## src/rtl/mux4_rr_arbiter_if.sv

```systemverilog
// ----------------------------------------------------------------------------
// mux4_rr_arbiter_if
// Bundles the request/grant signals shared between four requesters and the
// round-robin arbiter that steers a 4:1 mux.
//   req    : request vector, one bit per requester (driven by requesters)
//   grant  : registered one-hot grant, all-zero when idle
//   sel    : binary mux select matching grant (holds its value while idle)
//   active : high whenever grant is non-zero
//   switch : one-cycle pulse in the first cycle of each new grant
// Modports:
//   master : requester side (drives req, observes the arbiter outputs)
//   slave  : arbiter side (observes req, drives grant/sel/active/switch)
// ----------------------------------------------------------------------------
interface mux4_rr_arbiter_if;
  logic [3:0] req;
  logic [3:0] grant;
  logic [1:0] sel;
  logic       active;
  logic       switch;

  modport master (
    output req,
    input  grant,
    input  sel,
    input  active,
    input  switch
  );

  modport slave (
    input  req,
    output grant,
    output sel,
    output active,
    output switch
  );
endinterface

```

## src/rtl/mux4_rr_arbiter.sv

```systemverilog
// ----------------------------------------------------------------------------
// mux4_rr_arbiter
// Round-robin arbiter for four requesters sharing one 4:1 mux datapath.
// The grant is registered and one-hot; sel is its binary encoding and drives
// the mux directly. A grant is capped at MAX_HOLD consecutive cycles while
// any other requester is waiting; an uncontended owner may hold forever.
// Ports:
//   clk  : clock, all state updates on the rising edge
//   rst  : synchronous active-high reset
//   bus  : mux4_rr_arbiter_if.slave (req in; grant, sel, active, switch out)
// Parameters:
//   MAX_HOLD : maximum contended hold length in cycles, 1..255
// ----------------------------------------------------------------------------
module mux4_rr_arbiter #(
  parameter int MAX_HOLD = 4
) (
  input  logic               clk,
  input  logic               rst,
  mux4_rr_arbiter_if.slave   bus
);

  localparam logic [0:0] ST_IDLE  = 1'b0;
  localparam logic [0:0] ST_GRANT = 1'b1;

  // Terminal value of the hold counter; also its saturation point.
  localparam logic [7:0] HOLD_LIMIT = 8'(MAX_HOLD - 1);

  logic [0:0] state_reg,  state_next;
  logic [3:0] grant_reg,  grant_next;
  logic [1:0] sel_reg,    sel_next;
  logic       switch_reg, switch_next;
  logic [7:0] cnt_reg,    cnt_next;
  logic [1:0] last_reg,   last_next;

  logic [3:0] pool;         // candidates for the next grant
  logic       owner_keeps;  // current owner is still requesting
  logic       timeout;      // owner has used its full slot and someone waits
  logic       found;
  logic [1:0] winner;
  logic [1:0] idx;

  always_comb begin
    // In GRANT the owner is masked out so it can never re-win against itself;
    // in IDLE every requester is a candidate.
    pool        = (state_reg == ST_GRANT) ? (bus.req & ~grant_reg) : bus.req;
    owner_keeps = (state_reg == ST_GRANT) && (|(bus.req & grant_reg));
    timeout     = owner_keeps && (|pool) && (cnt_reg == HOLD_LIMIT);

    // Scan from lowest priority (last) to highest (last+1) so the last hit
    // is the round-robin winner. The 2-bit index wraps modulo 4 by itself.
    found  = 1'b0;
    winner = 2'd0;
    idx    = 2'd0;
    for (int k = 4; k >= 1; k--) begin
      idx = last_reg + 2'(k);
      if (pool[idx]) begin
        found  = 1'b1;
        winner = idx;
      end
    end

    state_next  = state_reg;
    grant_next  = grant_reg;
    sel_next    = sel_reg;
    switch_next = 1'b0;
    cnt_next    = cnt_reg;
    last_next   = last_reg;

    if (owner_keeps && !timeout) begin
      // Keep the grant; counter saturates so an uncontended owner is
      // pre-empted on the first contended cycle once its slot is used up.
      cnt_next = (cnt_reg == HOLD_LIMIT) ? cnt_reg : cnt_reg + 8'd1;
    end else if (found) begin
      // New grant: from IDLE, on release, or on timeout. No dead cycle.
      state_next  = ST_GRANT;
      grant_next  = 4'b0001 << winner;
      sel_next    = winner;
      last_next   = winner;
      cnt_next    = 8'd0;
      switch_next = 1'b1;
    end else begin
      // Nobody left requesting; sel holds so the mux output stays stable.
      state_next = ST_IDLE;
      grant_next = 4'b0000;
      cnt_next   = 8'd0;
    end
  end

  always_ff @(posedge clk) begin
    if (rst) begin
      state_reg  <= ST_IDLE;
      grant_reg  <= 4'b0000;
      sel_reg    <= 2'd0;
      switch_reg <= 1'b0;
      cnt_reg    <= 8'd0;
      last_reg   <= 2'd3;
    end else begin
      state_reg  <= state_next;
      grant_reg  <= grant_next;
      sel_reg    <= sel_next;
      switch_reg <= switch_next;
      cnt_reg    <= cnt_next;
      last_reg   <= last_next;
    end
  end

  assign bus.grant  = grant_reg;
  assign bus.sel    = sel_reg;
  assign bus.active = |grant_reg;
  assign bus.switch = switch_reg;

endmodule

```

## src/flat_wrapper.sv

```systemverilog
// flat-port wrapper written by rule: the top's interface ports become plain ports
module mux4_rr_arbiter_flat 
#(
  parameter int MAX_HOLD = 4
)
  (clk, rst, bus_req, bus_grant, bus_sel, bus_active, bus_switch);
  mux4_rr_arbiter_if bus_i ();
  input  logic clk;
  input  logic rst;
  input wire logic [$bits(bus_i.req)-1:0] bus_req;
  output wire logic [$bits(bus_i.grant)-1:0] bus_grant;
  output wire logic [$bits(bus_i.sel)-1:0] bus_sel;
  output wire logic [$bits(bus_i.active)-1:0] bus_active;
  output wire logic [$bits(bus_i.switch)-1:0] bus_switch;
  assign bus_i.req = bus_req;
  assign bus_grant = bus_i.grant;
  assign bus_sel = bus_i.sel;
  assign bus_active = bus_i.active;
  assign bus_switch = bus_i.switch;
  mux4_rr_arbiter #(.MAX_HOLD(MAX_HOLD)) u_core (.clk(clk), .rst(rst), .bus(bus_i));
endmodule
```

## config.mk

```make
export PLATFORM = sky130hd
export DESIGN_NAME = mux4_rr_arbiter_flat
export DESIGN_NICKNAME = d
export VERILOG_FILES = /design/src/rtl/mux4_rr_arbiter_if.sv /design/src/rtl/mux4_rr_arbiter.sv /design/src/flat_wrapper.sv
export SDC_FILE = /design/constraint.sdc
export NUM_CORES = 1
export LEC_CHECK = 0
export ABC_CLOCK_PERIOD_IN_PS = 2600
export CORE_ASPECT_RATIO = 1.4
export CORE_UTILIZATION = 35
export CTS_BUF_LIST = sky130_fd_sc_hd__clkbuf_4
export DETAILED_ROUTE_END_ITERATION = 10
export HOLD_SLACK_MARGIN = 0.08
export PLACE_DENSITY_LB_ADDON = 0.25
export REMOVE_ABC_BUFFERS = 1
export SLEW_MARGIN = 20
export SYNTH_ARGS = -nofsm -noshare
export SYNTH_HDL_FRONTEND = slang
export SYNTH_SLANG_ARGS = --single-unit
```

## constraint.sdc

```tcl
create_clock -name clk -period 2.6 [get_ports clk]
set_clock_uncertainty 0.15 [all_clocks]
set_input_delay 0.26 -clock clk [delete_from_list [all_inputs] [get_ports clk]]
set_output_delay 0.26 -clock clk [all_outputs]
set_load 0.005 [all_outputs]
```

# Word-level counts from Yosys, hierarchy flattened
# Cells that the tools add are included.
[classes] n_addsub=4 magnitude_cmp=4 eq_ne=1 shifts=1 n_mux=19 n_bitwise=4 reduce_logical=11
[op_table] cell="< comparator 2 x 3 -> 1 bit (second input constant)" n=4
[op_table] cell="OR reduction 4 bit" n=3
[op_table] cell="2-to-1 mux 1 bit" n=9
[op_table] cell="adder 8 x 1 -> 8 bit (second input constant)" n=1
[op_table] cell="bitwise AND 4 bit" n=2
[op_table] cell="binary-select mux 1 bit (select 2 bit)" n=4
[op_table] cell="== test 8 x 2 -> 1 bit (second input constant)" n=1
[op_table] cell="2-to-1 mux 2 bit" n=4
[op_table] cell="2-to-1 mux 4 bit" n=2
[op_table] cell="adder 2 bit (second input constant)" n=2
[op_table] cell="logical AND 1 bit" n=4
[op_table] cell="inverter 4 bit" n=1
[op_table] cell="OR reduction 2 bit" n=2
[op_table] cell="left shift 1 x 2 -> 4 bit (first input constant)" n=1
[op_table] cell="adder 2 x 1 -> 2 bit (second input constant)" n=1
[op_table] cell="AND reduction 2 bit" n=1
[op_table] cell="logical NOT 1 bit" n=1
[op_table] cell="inverter 1 bit" n=1
[totals] reg_bits=18 out_inout_bits=8 word_cells=50

# Longest topological paths before layout
# Gate-level depths: netlist of the first run.
[depth] ltp_word=11 mapped_depth=7 depth_no_buf=6

# Worst setup path after synthesis of the first run
# No wires, ideal clock.
[synth_timing] kind="register to register" startpoint="register u_core.cnt_reg[0]" endpoint="register u_core.grant_reg[3] (netlist: u_core.bus.grant[3])" setup_ns=0.070 arrival_time_ns=1.651 required_time_ns=2.380 setup_slack_ns=0.728 path_stages_with_launch=8 path_buffers=1 synth_period_minus_slack_ns=1.872 cell_sequence="dfxtp_1 ha_1 nor4b_2 and2_1 buf_6 o22ai_4 or3b_1 o2bb2ai_1"
[synth_between] elab_chain_len=4
[synth_rtl] element="from (decl)" line_no="mux4_rr_arbiter.sv:32" source="logic [7:0] cnt_reg, cnt_next;"
[synth_rtl] element="from (signal assigned)" line_no="mux4_rr_arbiter.sv:102" source="cnt_reg <= cnt_next;"
[synth_rtl] element="== test 8 x 2 -> 1 bit" line_no="mux4_rr_arbiter.sv:47" source="timeout = owner_keeps && (|pool) && (cnt_reg == HOLD_LIMIT);"
[synth_rtl] element="logical AND 1 bit" line_no="mux4_rr_arbiter.sv:47"
[synth_rtl] element="logical NOT 1 bit" line_no="mux4_rr_arbiter.sv:69" source="if (owner_keeps && !timeout) begin"
[synth_rtl] element="logical AND 1 bit" line_no="mux4_rr_arbiter.sv:69"
[synth_rtl] element="to (signal assigned)" line_no="mux4_rr_arbiter.sv:99" source="grant_reg <= grant_next;"
[synth_rtl] element="to (decl)" line_no="mux4_rr_arbiter.sv:29" source="logic [3:0] grant_reg, grant_next;"
# No other way between the ends.
# A chain may end at the register's enable or synchronous reset.

# Final worst setup path of the first run
# Same ends and word-level chain as after synthesis.

==> impl_metrics.toml, run 1 <==
[sta]
relSlewSlack_pct = 73.28
layout_setup_ws_ps = 440.4
worstMarginPinSlew_ps = 398.2
slew_viol_final = 0
setup-tns-final_ps = 0
period_minus_slack_ps = 2160
hold_viol_final = 0
rsz0062_at_grt = "no"
fmax_mhz = 463.0
holdWs_ps = 317.7
setup_viol = 0
fin_crit_sh_pct = 83.06

[clock_network]
htreeDepth = 1
clock_latency_ps = 300
root_buffer = "clkbuf_4"
cts-hold-fix-buffers = 0
clk_pin_slew_ps = 110
cts_max_path_buffers = 2
post_cts_buffers = 0
cts_tree = "built"
cts_made_buffers = 3
cts_resized = 0
cts.sinks = 18

[worst_hold_path]
hold_class = "register to register"

[grt]
overflow = 0
grt_pass1_vias = 785
antenna_found_initial = 0
grt_util_all_layers_pct = 15.52
grt_pass1_wl_um = 3401
grt_max_degree = 13

[place]
placed_area_mm2 = 0.001099
place_congestion = 0.7734
dp.cells = 152
dp_hpwl_um = 1531
place_ws_ps = 355.2
portBuffers = 13

[worst_setup_path]
reg2reg_slack_ps = 440
crit_path_start_kind = "register"
crit_required_ps = 2670
critPathLaunch = "u_core.cnt_reg[0]"
r2r_cells = 6
crit_end = "u_core.bus.grant[3]"
cp-end-kind = "register"
crit_fanout = 9
critPathKind = "register to register"
r2r_end = "u_core.bus.grant[3]"
worstPathArrival_ps = 2230
timing.rr.start = "u_core.cnt_reg[0]"

[routing]
final_antenna_net_count = 0
drcViolationCount = 0
top_layer = "met4"
drt-total-wl_um = 2000
wl_met3_um = 45
drtIter0Drc = 19
wl_met2_um = 1029
viasPerCell = 5.269
num_vias = 822
drtPass1Iterations = 4
wl_met1_um = 892
post_drt_wl_per_cell_um = 12.82

[cells_and_area]
stdcell_count = 156
post-route-util_pct = 43.01
final_common_cell = "dfxtp_1"
drive_gt1_share_pct = 8.333
largest_reg_flops = 8
diodes = 0
n_fill_cell = 269
area_growth_syn_to_layout_pct = 17.98
final_cell_mix = "dfxtp_1, nor2_1, clkdlybuf4s50_1, nand2_1, a21oi_1"
stdcell_area_mm2 = 0.001125
nets = 128

[run]
cap_violations = 0

[floorplan]
dieWidth_um = 46.11
die-area_mm2 = 0.002940
core_mm2 = 0.002615
num_rows = 22
top_level_ports = 14
dieHeight_um = 63.76
start_util_pct = 36.46

[power_and_ir_drop]
leakage_nw = 0.3975
fin_total_pwr_uw = 815.1
vdd_drop_max_v = 0.0003031
power_density_mw_per_mm2 = 724.7

[yosys]
synth_ff_type = "dfxtp_1"
seq_area_frac_synth_pct = 37.80
postSynth.asyncResetShare_pct = 0
syn-cell-area_um2 = 953.4
avgSynthCellArea_um2 = 8.994
ys_ff_latch = 18
yosysWarnings = 0
synth_cell_types = 41
synth_edf_count = 0
synthCells = 106

[outcome]
outcome = "finished, final reports clean"
-- cells in the mapped netlist, drive strengths merged, types with 2 or more instances --
cell	instances	area share, %
a21oi	7	3.7
dfxtp	18	38
nand3	5	2.6
nand2b	3	2.0
xor2	5	4.6
inv	3	1.2
o221ai	3	3.4
o21ai	4	2.5
and3	2	1.4
xnor2	2	1.8
o2bb2ai	2	1.8
buf	3	3.1
a22o	3	2.8
and2	3	2.0
nand2	8	3.1
nor3	3	1.6
nor2	13	5.1
-- power breakdown --
group	total [mW]	internal [mW]	switching, mW	leakage [nW]
sequential	0.382	0.319	0.0633	0.147
clock	0.142	0.0558	0.0859	0.0154
combinational	0.291	0.165	0.126	0.235
-- how the worst min path moves through the flow --
stage / slack (ps) / cells past startpoint / start / end
4_1_cts: 320 / 2 / u_core.bus.sel[1] / u_core.bus.sel[1]
2_1_floorplan: 180 / 1 / rst / u_core.bus.sel[1]
5_1_grt: 350 / 2 / u_core.bus.sel[1] / u_core.bus.sel[1]
6_report: 320 / 2 / u_core.bus.sel[1] / u_core.bus.sel[1]
3_3_place_gp: 300 / 2 / u_core.bus.sel[1] / u_core.bus.sel[1]
3_5_place_dp: 310 / 2 / u_core.bus.sel[1] / u_core.bus.sel[1]
-- cells by family after synthesis --
kind of cell / synth area share (%)
and+or+nand+nor: 24.41
AOI/OAI and AO/OA: 23.49
buffers and inverters: 4.331
muxes: 2.231
xor gates and xnor gates: 6.431
DFF: 37.80
adders and majority gates: 1.312
-- metal layers --
| layer | vias to the layer above | GRT usage [%] |
|---|---|---|
| met1 | 391 | 18.58 |
| li1 | 416 | - |
| met5 | - | 0 |
| met2 | 11 | 26.06 |
| met3 | 4 | 1.695 |
| met4 | 0 | 7.721 |
-- area by class of cell --
cell class                      instances  area [um^2]  area share (%)
Tap cell                               36        45.04           4.004
Inverter                                3        11.26           1.001
Sequential cell                        18        360.3           32.04
Clock buffer                            3        22.52           2.002
Multi-Input combinational cell         82        551.8           49.05
Timing Repair Buffer                   13        130.1           11.57
Clock inverter                          1        3.754          0.3337
-- worst max-delay path: stages, from the launching register on --
cell and delay (ps):
dfxtp_1 440, ha_1 270, nor4b_2 250, and2_1 320, o22ai_4 150, or3b_1 370, o2bb2ai_1 130
(Power assumes the default switching activity.)
==> run 2: changes to the inputs <==
Settings changed: ABC_CLOCK_PERIOD_IN_PS 2600 to 1850.
Clock period 2.6 ns to 1.85 ns, I/O delays scaled along.
==> run 2 against run 1 <==
  * Via count is 9.1% higher
  * Clock-buffer cell count is the same
  * Largest cell class unchanged
  * Power is 50% higher
  * Cell count up 12%
  * Cell area up 15%
  * First-iteration DRC count is 21% higher
  * Worst setup slack worse by 370 ps
  * Clock power increased by 37%
  * Critical endpoint is now bus_active
  * Non-clock buffer count up 19
  * Die area did not move
  * Register-to-register slack worse by 330 ps
  * Sequential power rose by 41%
==> impl_metrics.toml, run 2 (synthesis results as in run 1) <==
[outcome]
outcome = "finished, final reports clean"

[worst_setup_path]
critPathKind = "register to output port"
cp-end-kind = "output port"
worstPathArrival_ps = 1440
reg2reg_slack_ps = 110
crit_path_start_kind = "register"
crit_fanout = 7
crit_required_ps = 1510
timing.rr.start = "u_core.cnt_reg[1]"
r2r_cells = 6
r2r_end = "u_core.bus.grant[3]"

[routing]
post_drt_wl_per_cell_um = 13.14
final_antenna_net_count = 0
drtPass1Iterations = 4
drt-total-wl_um = 2300
drtIter0Drc = 23
viasPerCell = 5.126
num_vias = 897
drcViolationCount = 0

[place]
place_congestion = 0.7579
dp_hpwl_um = 1766
portBuffers = 13
placed_area_mm2 = 0.001241
dp.cells = 171

[cells_and_area]
area_growth_syn_to_layout_pct = 35.17
final_cell_mix = "buf_4, nor2_1, dfxtp_1, clkdlybuf4s50_1, nand2_1"
nets = 147
largest_reg_flops = 8
diodes = 0
regArea_um2 = 369.1
stdcell_count = 175
multi_input_area_um2 = 565.5
n_fill_cell = 274
stdcell_area_mm2 = 0.001289
final_common_cell = "buf_4"
drive_gt1_share_pct = 25.90

[grt]
grt_pass1_wl_um = 3960
antenna_found_initial = 0
grt_max_degree = 11
grt_util_all_layers_pct = 18.12
grt_pass1_vias = 917
overflow = 0

[power_and_ir_drop]
vdd_drop_max_v = 0.0003721
fin_total_pwr_mw = 1.225
comb_power_share_pct = 40.1
pwr-share-seq_pct = 44.0
leakage_nw = 0.4941
clkPwrFrac_pct = 15.9
switching_share_pct = 33.03
power_density_mw_per_mm2 = 950.9
p_switching_uw = 404.7
p_int_uw = 820.7

[clock_network]
cts_made_buffers = 3
cts_resized = 4
clk_pin_slew_ps = 100
cts_tree = "built"
cts.sinks = 18
clock_latency_ps = 290
cts_max_path_buffers = 2
root_buffer = "clkbuf_4"
post_cts_buffers = 0
htreeDepth = 1
cts-hold-fix-buffers = 0

[worst_hold_path]
hold_path_end = "u_core.bus.sel[1]"
holdPathStages = 2
hold_class = "register to register"
worstHoldStart = "u_core.bus.sel[1]"

[sta]
worstMarginPinSlew_ps = 277.8
fmax_mhz = 562.6
holdWs_ps = 308.2
fin_crit_sh_pct = 96.08
slew_viol_final = 0
rsz0062_at_grt = "no"
period_minus_slack_ps = 1777
setup-tns-final_ps = 0
setup_viol = 0
relSlewSlack_pct = 81.45
hold_viol_final = 0

[floorplan]
num_rows = 22
top_level_ports = 14
core_mm2 = 0.002615
die-area_mm2 = 0.002940
dieWidth_um = 46.11
start_util_pct = 36.46
dieHeight_um = 63.76

[run]
cap_violations = 0
## run 2: cell type report
class / instances / share of cell area (%)
clock buffers: 3 / 1.748
clock inverters: 1 / 0.2913
inverters: 3 / 0.8738
multi-input cells: 82 / 43.88
flip-flops and latches: 18 / 28.64
well taps: 36 / 3.495
repair buffers: 32 / 21.07
## run 2: metrics by stage
step / utilization [%] / setup WS, ps
2_1_floorplan: - / -56.85
3_3_place_gp: 47.46 / -155.3
3_5_place_dp: 47.46 / -155.3
4_1_cts: 48.61 / 12.31
5_1_grt: 49.28 / 17.76
6_report: 49.28 / 72.58
## run 2: critical path, cell delays in order (launching register included)
cell and delay, ps:
dfxtp_4 380, or4_1 500, dlygate4sd2_1 270
## run 2: worst max path at each step
stage	start	end	slack [ps]
6_report	u_core.bus.grant[3]	bus_active	70
5_1_grt	u_core.cnt_reg[1]	u_core.bus.grant[3]	20
4_1_cts	u_core.cnt_reg[1]	u_core.bus.grant[3]	10
3_5_place_dp	bus_req[0]	u_core.bus.grant[1]	-160
3_3_place_gp	bus_req[1]	u_core.bus.grant[1]	-160
2_1_floorplan	u_core.cnt_reg[0]	u_core.bus.grant[3]	-60
## run 2: power by group through the flow
| stage | Clock (mW) | Sequential, mW | Combinational (mW) |
|---|---|---|---|
| floorplan | 0 | 0.524 | 0.240 |
| global placement | 0 | 0.539 | 0.499 |
| detailed placement | 0 | 0.542 | 0.503 |
| CTS | 0.205 | 0.536 | 0.498 |
| global route | 0.220 | 0.550 | 0.543 |
| finish | 0.195 | 0.539 | 0.492 |
## run 2: routing by layer
layer | part of all wire (%) | wire [um] | track usage [%]
met5 | 0 | 0 | 0
met3 | 1.7 | 38 | 1.695
met2 | 53 | 1225 | 32.22
met1 | 43 | 992 | 19.26
met4 | 1.9 | 43 | 10.66
